$ cat config.mk
export PLATFORM = sky130hd
export DESIGN_NAME = lc3_trace_buffer
export DESIGN_NICKNAME = d
export VERILOG_FILES = /design/src/rtl/lc3_trace_buffer.sv
export SDC_FILE = /design/constraint.sdc
export NUM_CORES = 1
export LEC_CHECK = 0
export CORE_ASPECT_RATIO = 0.6
export CORE_MARGIN = 2
export CORE_UTILIZATION = 36
export CTS_CLUSTER_DIAMETER = 60
export DETAILED_ROUTE_END_ITERATION = 10
export GPL_TIMING_DRIVEN = 0
export SYNTH_ARGS = -nofsm -noshare
export SYNTH_HDL_FRONTEND = slang
export SYNTH_SLANG_ARGS = --single-unit
$ cat constraint.sdc
create_clock -name clk -period 7.1 [get_ports clk]
set_clock_uncertainty 0.05 [all_clocks]
set_input_delay 1.42 -clock clk [delete_from_list [all_inputs] [get_ports clk]]
set_output_delay 1.42 -clock clk [all_outputs]
set_load 0.05 [all_outputs]
$ cat src/rtl/lc3_trace_buffer.sv
// lc3_trace_buffer: two-stage instruction-fetch trace capture into a first-word-fall-through FIFO.
module lc3_trace_buffer #(
    parameter int          DEPTH   = 16,
    parameter int          TS_W    = 16,
    parameter logic [15:0] HALT_IR = 16'hF025
) (
    input  logic                     clk,
    input  logic                     reset,
    input  logic                     ld_ir_obs,
    input  logic [15:0]              pc_value,
    input  logic [15:0]              ir_value,
    input  logic                     trc_en,
    input  logic                     clear,
    output logic                     out_valid,
    input  logic                     out_ready,
    output logic [15:0]              out_pc,
    output logic [15:0]              out_ir,
    output logic [TS_W-1:0]          out_ts,
    output logic [$clog2(DEPTH):0]   count,
    output logic                     overflow,
    output logic [7:0]               drop_cnt,
    output logic                     halted
);
    localparam int AW = $clog2(DEPTH);

    logic [15:0]     pc_mem [DEPTH];
    logic [15:0]     ir_mem [DEPTH];
    logic [TS_W-1:0] ts_mem [DEPTH];
    logic [TS_W-1:0] ts;
    logic [AW-1:0]   wr_ptr, rd_ptr;
    logic            cap_pend, pop, full, wr_en, drop;

    assign out_valid = count != '0;
    assign pop       = out_valid & out_ready;
    assign full      = count == (AW+1)'(DEPTH);
    // A pop frees the slot the pending capture needs, so full-with-pop still writes.
    assign wr_en     = cap_pend & (~full | pop);
    assign drop      = cap_pend & full & ~pop;
    assign out_pc    = pc_mem[rd_ptr];
    assign out_ir    = ir_mem[rd_ptr];
    assign out_ts    = ts_mem[rd_ptr];

    always_ff @(posedge clk or posedge reset) begin
        if (reset) begin
            ts       <= '0;
            wr_ptr   <= '0;
            rd_ptr   <= '0;
            count    <= '0;
            cap_pend <= 1'b0;
            overflow <= 1'b0;
            drop_cnt <= '0;
            halted   <= 1'b0;
        end else if (clear) begin
            ts       <= '0;
            wr_ptr   <= '0;
            rd_ptr   <= '0;
            count    <= '0;
            cap_pend <= 1'b0;
            overflow <= 1'b0;
            drop_cnt <= '0;
            halted   <= 1'b0;
        end else begin
            ts       <= ts + TS_W'(1);
            cap_pend <= ld_ir_obs & trc_en & ~halted;
            if (wr_en) wr_ptr <= wr_ptr + AW'(1);
            if (pop) rd_ptr <= rd_ptr + AW'(1);
            count <= count + (AW+1)'(wr_en) - (AW+1)'(pop);
            if (drop) begin
                overflow <= 1'b1;
                drop_cnt <= drop_cnt + 8'(drop_cnt != 8'hFF);
            end
            if (cap_pend && ir_value == HALT_IR) halted <= 1'b1;
        end
    end

    always_ff @(posedge clk) begin
        if (wr_en) begin
            pc_mem[wr_ptr] <= pc_value;
            ir_mem[wr_ptr] <= ir_value;
            ts_mem[wr_ptr] <= ts;
        end
    end
endmodule

* Word-level counts from Yosys, hierarchy flattened
Memories as Yosys holds them, arrays and structs flattened.
Cells that the tools add are included.
** Word-level totals
- Register bits :: 40
- Output and inout port bits :: 64
- Memories kept :: 3
- Memory bits (writable) :: 768
** Memories
- ir_mem :: depth 16, bits a word 16, read ports 1, clocked after Yosys merged registers in 0, write ports 1, line 27 : logic [15:0] ir_mem [DEPTH];
- pc_mem :: depth 16, bits a word 16, read ports 1, clocked after Yosys merged registers in 0, write ports 1, line 26 : logic [15:0] pc_mem [DEPTH];
- ts_mem :: depth 16, bits a word 16, read ports 1, clocked after Yosys merged registers in 0, write ports 1, line 28 : logic [TS_W-1:0] ts_mem [DEPTH];
** Operators by class
- Add/sub/neg operators :: 6
- Reductions and logical operators :: 6
- Bitwise logic cells :: 10
- Equal/unequal tests :: 3
- Multiplexer cells :: 15
** Operators by type and width (count)
- $add A16 B1 Y16 const B :: 1
- $eq A16 B16 Y1 const B :: 1
- $mux W16 :: 1
- $mux W4 :: 4
- $mux W8 :: 2
- $add A4 B1 Y4 const B :: 2
- $add A8 B1 Y8 :: 1
- $ne A8 B8 Y1 const B :: 1
- $reduce_bool A2 Y1 :: 4
- $mux W1 :: 7
- $and A1 B1 Y1 :: 6
- $add A5 B1 Y5 :: 1
- $eq A5 B5 Y1 const B :: 1
- $mux W5 :: 1
- $reduce_bool A5 Y1 :: 1
- $sub A5 B1 Y5 :: 1
- $not A1 Y1 :: 3
- $logic_and A1 B1 Y1 :: 1
- $or A1 B1 Y1 :: 1

* Depth between registers and ports, before layout
- Word-level depth :: 7
- Gate-level depth with buffers :: 15
- Mapped depth without buffers :: 14

* Least setup slack after synthesis
OpenSTA, ideal clock, no wires.
- Path kind :: input to register
- Start :: input out_ready
- End :: memory ir_mem[2][0], enable pin
- Arrival :: 5.277 ns
- Required time :: 6.537 ns
- Path slack :: 1.260 ns
- Cell stages on the path :: 4
- Library setup time :: 0.513 ns
- Path through :: nor2b_1 > a21boi_1 > nand2_1 > nor3_1
** Between the ends
- Longest elaborated chain between the ends :: 5
** Ends and longest elaborated chain
- from (decl) :: line 15 : input logic out_ready,
- $and A1 B1 Y1 :: line 34 : assign pop = out_valid & out_ready;
- $or A1 B1 Y1 :: line 37 : assign wr_en = cap_pend & (~full | pop);
- $and A1 B1 Y1 :: line 37
- $mux W1 :: line 77 : if (wr_en) begin
- $mux W1 (implied by the code) :: line 79 : ir_mem[wr_ptr] <= ir_value;
- to (decl) :: line 27
No other way between the ends.

* Worst setup path after layout
- Start :: register rd_ptr[3]
- End :: output out_pc[9]
** Between the ends
- Longest elaborated chain between the ends :: 1
** Ends and longest elaborated chain
- from (decl) :: line 30 : logic [AW-1:0] wr_ptr, rd_ptr;
- from (signal assigned) :: line 66 : if (pop) rd_ptr <= rd_ptr + AW'(1);
- $mem_v2 Z16 W16
- to (decl) :: line 16 : output logic [15:0] out_pc,
No other way between the ends.

==> results.toml <==
[pwr]
swShare = 0.282
clockPowerShare = 0.333
p_leak_nw = 11.9
p_int_w = 0.00841
power.total_w = 0.0117
irDropWorstVdd_mv = 0.175
p_sw_w = 0.00331
power.density_nw_per_um2 = 315
p_seq_frac = 0.450
combinationalPowerShare = 0.217

[grt]
grt_usage = 0.179
grt_pass1_wl_um = 116000
grt_overflow = 0
grt_pass1_vias = 16700
antenna_found_initial = 0
grt_start_max_net_pins = 41

[synthesis]
synth_seq_area_share = 0.763
syn_nets = 1675
syn_avg_cell_area_um2 = 19.4
ys_warn_count = 0
syn_area_um2 = 31500
syn_inst = 1622
synth_cell_type_count = 48
synth_seq_cells = 808

[sta]
grt_setup_unrepaired = "no"
finalSetupViolations = 0
max_freq_mhz = 187
fin_crit_ns = 5.35
max-slew-margin-rel = 0.214
period_share = 0.754
hold_ws_ns = 0.424
slew_violations = 0
hold_violations = 0
worst_pin_slew_ns = 1.17

[route]
vias_per_cell = 5.41
via_count = 16600
drt_iter0_drc = 1718
drtAntennaViolNets = 0
wirelength_um = 79400
wire_per_inst_um = 25.9
dr.pass1.iters = 5
drcViolationCount = 0

[clock_network]
postCtsHoldBufs = 0
cts_tree = "built"
cts_root_buf = "clkbuf_16"
clk_path_buf_depth = 3
htreeDepth = 3
cts_sinks = 808
clk_pin_slew_worst_paths_ns = 0.07
numCtsBuffers = 75
clock_latency_ns = 0.64
post_cts_resized = 0
cts_setup_buffers = 0

[run]
cap_violations = 0

[worst_setup_path]
slowest_stage = "clkbuf_1"
r2r_slack_ns = 3.54
crit_chain = "clkbuf_1 -> clkbuf_1 -> a221oi_1 -> o21ai_0 -> nand2_1 -> clkdlybuf4s50_1"
worstSetupPathType = "register to primary output"
cpMostUsedCell = "clkbuf_1"
worstPathArrival_ns = 3.88
slowest_delay_ns = 0.87
cp-end-kind = "primary output"
crit_buf_inv = 3
start_kind = "register"
timing.rr.start = "count[3]$_DFF_PP0_"
startpoint = "rd_ptr[3]$_DFFE_PP0P_"
crit_family = "buffers and inverters"
cp_max_fo = 10
worst_ep_required_time_ns = 5.63

[layout]
layout_common_cells = "edfxtp_1 (768), mux2i_1 (194), clkdlybuf4s50_1 (101), mux4_2 (96), a221oi_1 (85)"
layout_commonest_cell = "edfxtp_1"
final_cell_area_um2 = 37200
drive_above_1_share = 0.171
antenna_cells = 0
area_growth_pct = 18.0
num-nets-final = 1901
fillers = 7504
fin_util = 0.427
final_cells = 3066

[run_status]
outcome = "finished clean"

[min_path]
hp-class = "register to register"
hp-start = "halted$_DFFE_PP0P_"

[die]
row_count = 84
core-area_um2 = 87100
die_y_um = 233
io_pins = 102
die_x_um = 386
start_util = 0.362
die_area_um2 = 90000

[placed_design]
postPlaceCellArea_um2 = 34900
gp_congestion = 0.770
dp_hpwl_um = 52000
place.port_buffers = 101
place_inst = 2932
## worst reg2reg max path, stage by stage, from the launching register on
cell and delay, ns:
dfrtp_1 0.39, inv_1 0.09, ha_1 0.20, nor3b_2 0.19, a21boi_1 0.44, nand2_1 0.35, nor3_2 0.96, buf_4 0.37
buf_6 0.20
## metrics by stage
stage          worst slack (ns)  TNS (ns)
3_3_place_gp              -3.97  -1073.43
6_report                   1.75         0
4_1_cts                    1.69         0
2_1_floorplan              1.26         0
3_5_place_dp               2.24         0
5_1_grt                    1.57         0
## layer usage
layer | up-vias | GRT usage | routed length, um | share of wire
met3 | 98 | 0.0363 | 5580 | 0.070
met1 | 8783 | 0.272 | 38000 | 0.48
met4 | 0 | 0.0416 | 1460 | 0.018
met2 | 591 | 0.262 | 34400 | 0.43
met5 | - | 0 | 0 | 0
li1 | 7118 | - | - | -
## power groups by stage
| stage | clock, W | combinational (W) | sequential, W |
|---|---|---|---|
| after floorplan | 0 | 0.00172 | 0.00541 |
| after global placement | 0 | 0.00253 | 0.00538 |
| after detailed placement | 0 | 0.00257 | 0.00537 |
| after CTS | 0.00397 | 0.00258 | 0.00527 |
| after global routing | 0.00416 | 0.00271 | 0.00527 |
| final | 0.00390 | 0.00254 | 0.00527 |
## area by class of cell
cell class,instances,area [um2],area share
sequential,808,24100,0.647
buffer,89,462,0.0124
clock buffer,102,2070,0.0557
clock inverter,32,243,0.00653
inverter,15,56.3,0.00151
timing repair buffer,149,1790,0.0482
tap,1161,1450,0.0391
multi-input combinational,710,7050,0.190
## cells by family (layout without fill, tap and decap cells)
logic type / after synthesis / in the layout / synth area share
AO/OA/AOI/OAI: 217 / 217 / 0.0526
flip-flops: 808 / 808 / 0.763
adder cells (fa/ha/maj): 15 / 15 / 0.00619
XOR/XNOR: 19 / 19 / 0.00528
AND/OR/NAND/NOR: 168 / 168 / 0.0255
multiplexers: 291 / 291 / 0.131
buffers and inverters: 104 / 387 / 0.0164
## flip-flops by register name, summed over array words and instances, names as in the netlist
signal / count
halted: 1
pc_mem: 256
ts_mem: 256
drop_cnt: 8
wr_ptr: 4
ts: 16
cap_pend: 1
overflow: 1
rd_ptr: 4
ir_mem: 256
count: 5
## synth_stat cells (all sizes together)
cell / n / share of area
nor4bb: 3 / 0.00095
or2: 2 / 0.00040
nand2b: 3 / 0.00060
dfrtp: 40 / 0.032
ha: 14 / 0.0056
nand2: 67 / 0.0080
or3: 7 / 0.0014
o21ai: 55 / 0.0087
inv: 15 / 0.0018
and2: 2 / 0.00040
and4: 1 / 0.00028
buf: 47 / 0.0095
nand3: 9 / 0.0014
nor3b: 2 / 0.00064
xor2: 12 / 0.0033
fa: 1 / 0.00064
a21boi: 1 / 0.00024
mux4: 96 / 0.069
nor2: 36 / 0.0043
o21bai: 1 / 0.00024
mux2: 1 / 0.00036
a22oi: 48 / 0.011
o211ai: 2 / 0.00064
nand4: 9 / 0.0018
nor2b: 7 / 0.0014
nand3b: 1 / 0.00024
o21ba: 1 / 0.00032
xnor2: 7 / 0.0019
or3b: 1 / 0.00028
a21oi: 12 / 0.0019
a21o: 1 / 0.00024
mux2i: 194 / 0.062
nor3: 7 / 0.0011
and3: 6 / 0.0012
edfxtp: 768 / 0.73
nor4: 3 / 0.00060
or4: 1 / 0.00024
clkbuf: 42 / 0.0051
a221oi: 96 / 0.029
or4b: 1 / 0.00032
## final timing paths
check                      cells after the start                      to
setup reg to reg                               8  pc_mem[0][5]$_DFFE_PP_
min in group asynchronous                      2      count[4]$_DFF_PP0_
hold reg to reg                                1      cap_pend$_DFF_PP0_
setup / recovery                               6               out_pc[9]
max in group asynchronous                      2      halted$_DFFE_PP0P_
hold / removal                                 1      cap_pend$_DFF_PP0_
Power figures use the tool's default switching activity.
